### config.mk
export PLATFORM = sky130hd
export DESIGN_NAME = micro_sequencer
export DESIGN_NICKNAME = d
export VERILOG_FILES = /design/src/rtl/micro_sequencer.sv
export SDC_FILE = /design/constraint.sdc
export NUM_CORES = 1
export LEC_CHECK = 0
export ABC_AREA = 1
export CORE_MARGIN = 8
export CORE_UTILIZATION = 58
export CTS_BUF_LIST = sky130_fd_sc_hd__clkbuf_4
export CTS_CLUSTER_DIAMETER = 50
export DETAILED_ROUTE_END_ITERATION = 7
export DONT_BUFFER_PORTS = 1
export GPL_TIMING_DRIVEN = 0
export PLACE_DENSITY_LB_ADDON = 0.08
export SYNTH_ARGS = -nofsm -noshare
export SYNTH_HDL_FRONTEND = slang
export SYNTH_SLANG_ARGS = --single-unit
### constraint.sdc
create_clock -name clk -period 3 [get_ports clk]
set_input_delay 0.9 -clock clk [delete_from_list [all_inputs] [get_ports clk]]
set_output_delay 0.9 -clock clk [all_outputs]
set_load 0.05 [all_outputs]
### src/rtl/micro_sequencer.sv
// Micro-program sequencer: holds the micro-address and resolves the next one each
// cycle (increment, dispatch, jumps, call/return through a small return stack, halt).
module micro_sequencer #(
  parameter int            AW          = 6,
  parameter int            STACK_DEPTH = 4,
  parameter logic [AW-1:0] RESET_ADDR  = '0
) (
  input  logic          clk,
  input  logic          rst,
  input  logic          start,
  input  logic [2:0]    sel,
  input  logic [AW-1:0] jump_addr,
  input  logic [AW-1:0] dr_opcode,
  input  logic          z_flag,
  input  logic          mem_wait,
  output logic [AW-1:0] upc,
  output logic [AW-1:0] counter_out,
  output logic          ldir,
  output logic          running,
  output logic          halted,
  output logic          stack_err
);

  // sp needs one extra bit so that "full" (sp == STACK_DEPTH) is representable
  localparam int SPW = $clog2(STACK_DEPTH) + 1;

  localparam logic [2:0] SEL_INC  = 3'b000;
  localparam logic [2:0] SEL_DISP = 3'b001;
  localparam logic [2:0] SEL_JMP  = 3'b010;
  localparam logic [2:0] SEL_JZ   = 3'b011;
  localparam logic [2:0] SEL_JNZ  = 3'b100;
  localparam logic [2:0] SEL_CALL = 3'b101;
  localparam logic [2:0] SEL_RET  = 3'b110;
  localparam logic [2:0] SEL_HALT = 3'b111;

  typedef enum logic [1:0] {S_IDLE, S_RUN, S_HALT} state_t;

  state_t          state;
  logic [SPW-1:0]  sp;
  logic [SPW-1:0]  sp_dec;
  logic [AW-1:0]   upc_inc;
  logic [AW-1:0]   stack [STACK_DEPTH];
  logic [SPW-2:0]  wr_idx;
  logic [SPW-2:0]  rd_idx;
  logic            advance;
  logic            stack_full;
  logic            stack_empty;

  always_comb begin
    upc_inc     = upc + 1'b1;
    sp_dec      = sp - 1'b1;
    wr_idx      = sp[SPW-2:0];
    rd_idx      = sp_dec[SPW-2:0];
    stack_full  = (sp == SPW'(STACK_DEPTH));
    stack_empty = (sp == '0);
    advance     = (state == S_RUN) && !mem_wait;
    counter_out = upc_inc;
    ldir        = advance && (sel == SEL_DISP);
  end

  always_ff @(posedge clk or posedge rst) begin
    if (rst) begin
      state     <= S_IDLE;
      upc       <= RESET_ADDR;
      sp        <= '0;
      stack_err <= 1'b0;
      running   <= 1'b0;
      halted    <= 1'b0;
      for (int i = 0; i < STACK_DEPTH; i++) stack[i] <= '0;
    end else begin
      case (state)
        S_IDLE: begin
          if (start) begin
            state   <= S_RUN;
            running <= 1'b1;
          end
        end
        S_RUN: begin
          if (advance) begin
            case (sel)
              SEL_INC:  upc <= upc_inc;
              SEL_DISP: upc <= dr_opcode;
              SEL_JMP:  upc <= jump_addr;
              SEL_JZ:   upc <= z_flag ? jump_addr : upc_inc;
              SEL_JNZ:  upc <= z_flag ? upc_inc : jump_addr;
              SEL_CALL: begin
                if (stack_full) begin
                  stack_err <= 1'b1;
                  state     <= S_HALT;
                  running   <= 1'b0;
                  halted    <= 1'b1;
                end else begin
                  stack[wr_idx] <= upc_inc;
                  sp            <= sp + 1'b1;
                  upc           <= jump_addr;
                end
              end
              SEL_RET: begin
                if (stack_empty) begin
                  stack_err <= 1'b1;
                  state     <= S_HALT;
                  running   <= 1'b0;
                  halted    <= 1'b1;
                end else begin
                  sp  <= sp_dec;
                  upc <= stack[rd_idx];
                end
              end
              SEL_HALT: begin
                state   <= S_HALT;
                running <= 1'b0;
                halted  <= 1'b1;
              end
              default: upc <= upc;
            endcase
          end
        end
        default: begin
          // HALT is terminal; only rst leaves it
          state <= S_HALT;
        end
      endcase
    end
  end

endmodule

==> reports/qor.txt <==
Die ar. -> 6220 um^2
Post-DRT Antenna Nets -> 0
Max Freq -> 0.347 GHz
Min-Delay Path Class -> reg2reg
Initial cell density of the core -> 58.6%
DPL Wire Length -> 3970 um
Most used DFF post-synth -> dfrtp_1
Core area -> 3910 um^2
Pin count of the biggest net entering global routing -> 39
Final min period -> 2880 ps
# fillers -> 379
FF+latch area -> 953 um^2
Final cell count without fillers -> 382
TritonCTS clock tree -> built
Clock Skews -> 6.65 ps
Worst Setup Path Type -> reg2out
Routed WL -> 5180 um
Mapped Cells -> 325
CP Data Required Time -> 2100 ps
Fin. Hold Viols -> 0
Peak VDD IR -> 244 uV
Crit end category -> output port
Worst-Skew Late Latency -> 340 ps
Drt drc -> 0
Crit Path Max Fanout -> 7
Initial antenna violation count -> 0
Async set-or-reset flop fraction in the synthesized netlist -> 100%
Critical Path AT -> 1980 ps
Most common cell after layout, fill and taps aside -> nand2_1
H-Tree Level Count -> 2
Seq cells post-synth -> 38
Final nets -> 358
Placed instance count -> 375
Site Rows -> 23
Setup crit start kind -> register
CTS Sinks -> 38
CTS root buf -> clkbuf_4
Vias in the first global route -> 1,959
Share of cells above drive strength 1 -> 9.34%
Post-Synthesis Cell Area -> 2290 um^2
Post-synth EDFFs -> 0
Syn nets -> 351
Slew HR -> 47.5%
Initial drt markers -> 100
Fraction of the yosys area taken by sequential cells -> 41.5%
GPL Wtd Cong -> 0.849
Synth warn -> 0
Clock-pin slew on the worst setup and hold paths -> 110 ps
Routed vias -> 1,923
RSZ-0062 raised after global routing -> no
Setup TNS -> 0 ps
Worst-margin pin slew -> 786 ps
First-pass GRT wire length -> 9110 um
# setup viols final -> 0
Global router's overall resource usage -> 18.2%
Mapped Avg Cell Area -> 7.05 um^2
DIE HEIGHT -> 78.9 um
Grt ovf -> 0
Commonest cells after routing, fill and taps aside -> nand2_1 (117), inv_1 (43), dfrtp_1 (36), nand3_1 (27), o21ai_0 (23)
Pwr dens -> 333 nW/um^2
CTS max path bufs -> 2
# diodes -> 0
Number of max-cap violations -> 0
TritonCTS Buffers -> 5
Leak Pwr -> 0.00122 uW
DRT Pass-1 Iters -> 4
IO buf count -> 0
Final slew viol count -> 0
Die Wd -> 78.9 um
Area of the multi-input gates -> 1180 um^2
Drt via density -> 5.03
WL per Instance -> 13.6 um
I/O Pins -> 36
Status -> finished, final reports clean
Yosys cell types -> 28
Final period util -> 96.0%
Layout area overhead -> 6.82%
-- path summary, 6_finish.rpt --
check | end | cells past startpoint | startpoint | slack, ps
min in group asynchronous | state[0]$_DFFE_PP0P_ | 1 | rst | 570
hold reg to reg | stack[16]$_DFFE_PP0P_ | 2 | stack[16]$_DFFE_PP0P_ | 480
setup / recovery | counter_out[4] | 3 | upc[0]$_DFFE_PP0P_ | 120
setup reg to reg | upc[5]$_DFFE_PP0P_ | 11 | sp[0]$_DFFE_PP0P_ | 560
hold / removal | stack[16]$_DFFE_PP0P_ | 2 | stack[16]$_DFFE_PP0P_ | 480
max in group asynchronous | upc[0]$_DFFE_PP0P_ | 1 | rst | 1880
-- area by class of cell --
type / count / share of cell area [%]
Inverter: 50 / 7.66
Sequential cell: 38 / 38.9
Buffer: 4 / 0.818
Multi-Input combinational cell: 233 / 48.1
Tap cell: 50 / 2.55
Clock inverter: 2 / 0.409
Clock buffer: 5 / 1.53
-- state kept, by name, indices dropped and copies added, names as in the netlist --
name	flops
halted	1
sp	3
running	1
upc	6
stack	24
state	2
stack_err	1
-- through the flow --
step | hold WS, ps | area (um^2) | power, uW | setup WS, ps | utilization [%]
5_1_grt | 524 | 2450 | 860 | 19.2 | 62.6
3_5_place_dp | 460 | 2360 | 573 | -155 | 60.3
6_report | 484 | 2450 | 814 | 120 | 62.6
2_1_floorplan | 442 | 2300 | 563 | 69.1 | -
3_3_place_gp | 455 | 2360 | 572 | -146 | 60.3
4_1_cts | 486 | 2450 | 826 | 3.85 | 62.5
-- cell usage after synthesis (2+ instances only) --
master,count,area share [%]
nand3_1,27,5.9
clkbuf_1,2,0.33
o21ai_0,23,5.0
inv_1,44,7.2
nand4_1,4,1.1
nor2_1,20,3.3
o21ai_1,5,1.1
inv_2,5,0.82
nand2_1,118,19
a21oi_1,10,2.2
xor2_1,4,1.5
ha_1,6,3.3
nor2_4,5,2.5
dfrtp_1,38,41
-- power by group --
group / leakage, uW / internal (uW) / total [uW] / switching (uW)
registers: 0.000455 / 512 / 512 / 0
logic: 0.000739 / 13.3 / 51.1 / 37.8
clock network: 0.0000308 / 84.4 / 251 / 167
-- cell families (layout without fill, tap and decap cells) --
logic type / count (synthesis) / count (layout) / share of synthesized area (%)
flops: 38 / 38 / 41.5
compound gates: 42 / 42 / 9.99
xor+xnor: 5 / 5 / 1.91
fa+ha+maj: 6 / 6 / 3.28
simple gates: 180 / 180 / 34.3
buf+inv: 54 / 61 / 9.06
-- timing repair --
action / 4_1_cts / 5_1_grt
setup buffers: 0 / 0
pin swaps: 0 / 1
resized for setup: 6 / 1
hold endpoints to repair: 0 / 0
hold buffers: 0 / 0
setup endpoints to repair: 4 / 1
-- critical path: stages (launching register included) --
cell and delay (ps):
dfrtp_2 610, ha_1 280, nand3_1 200, xor2_4 560
-- per-layer routing --
metal	vias to the layer above	global-route usage (%)	part of all wire, %
met3	7	7.45	8.6
met4	0	5.56	1.2
met1	848	22.6	45
li1	1024	-	-
met2	44	28.5	45
met5	-	0	0
(Power assumes the default switching activity.)
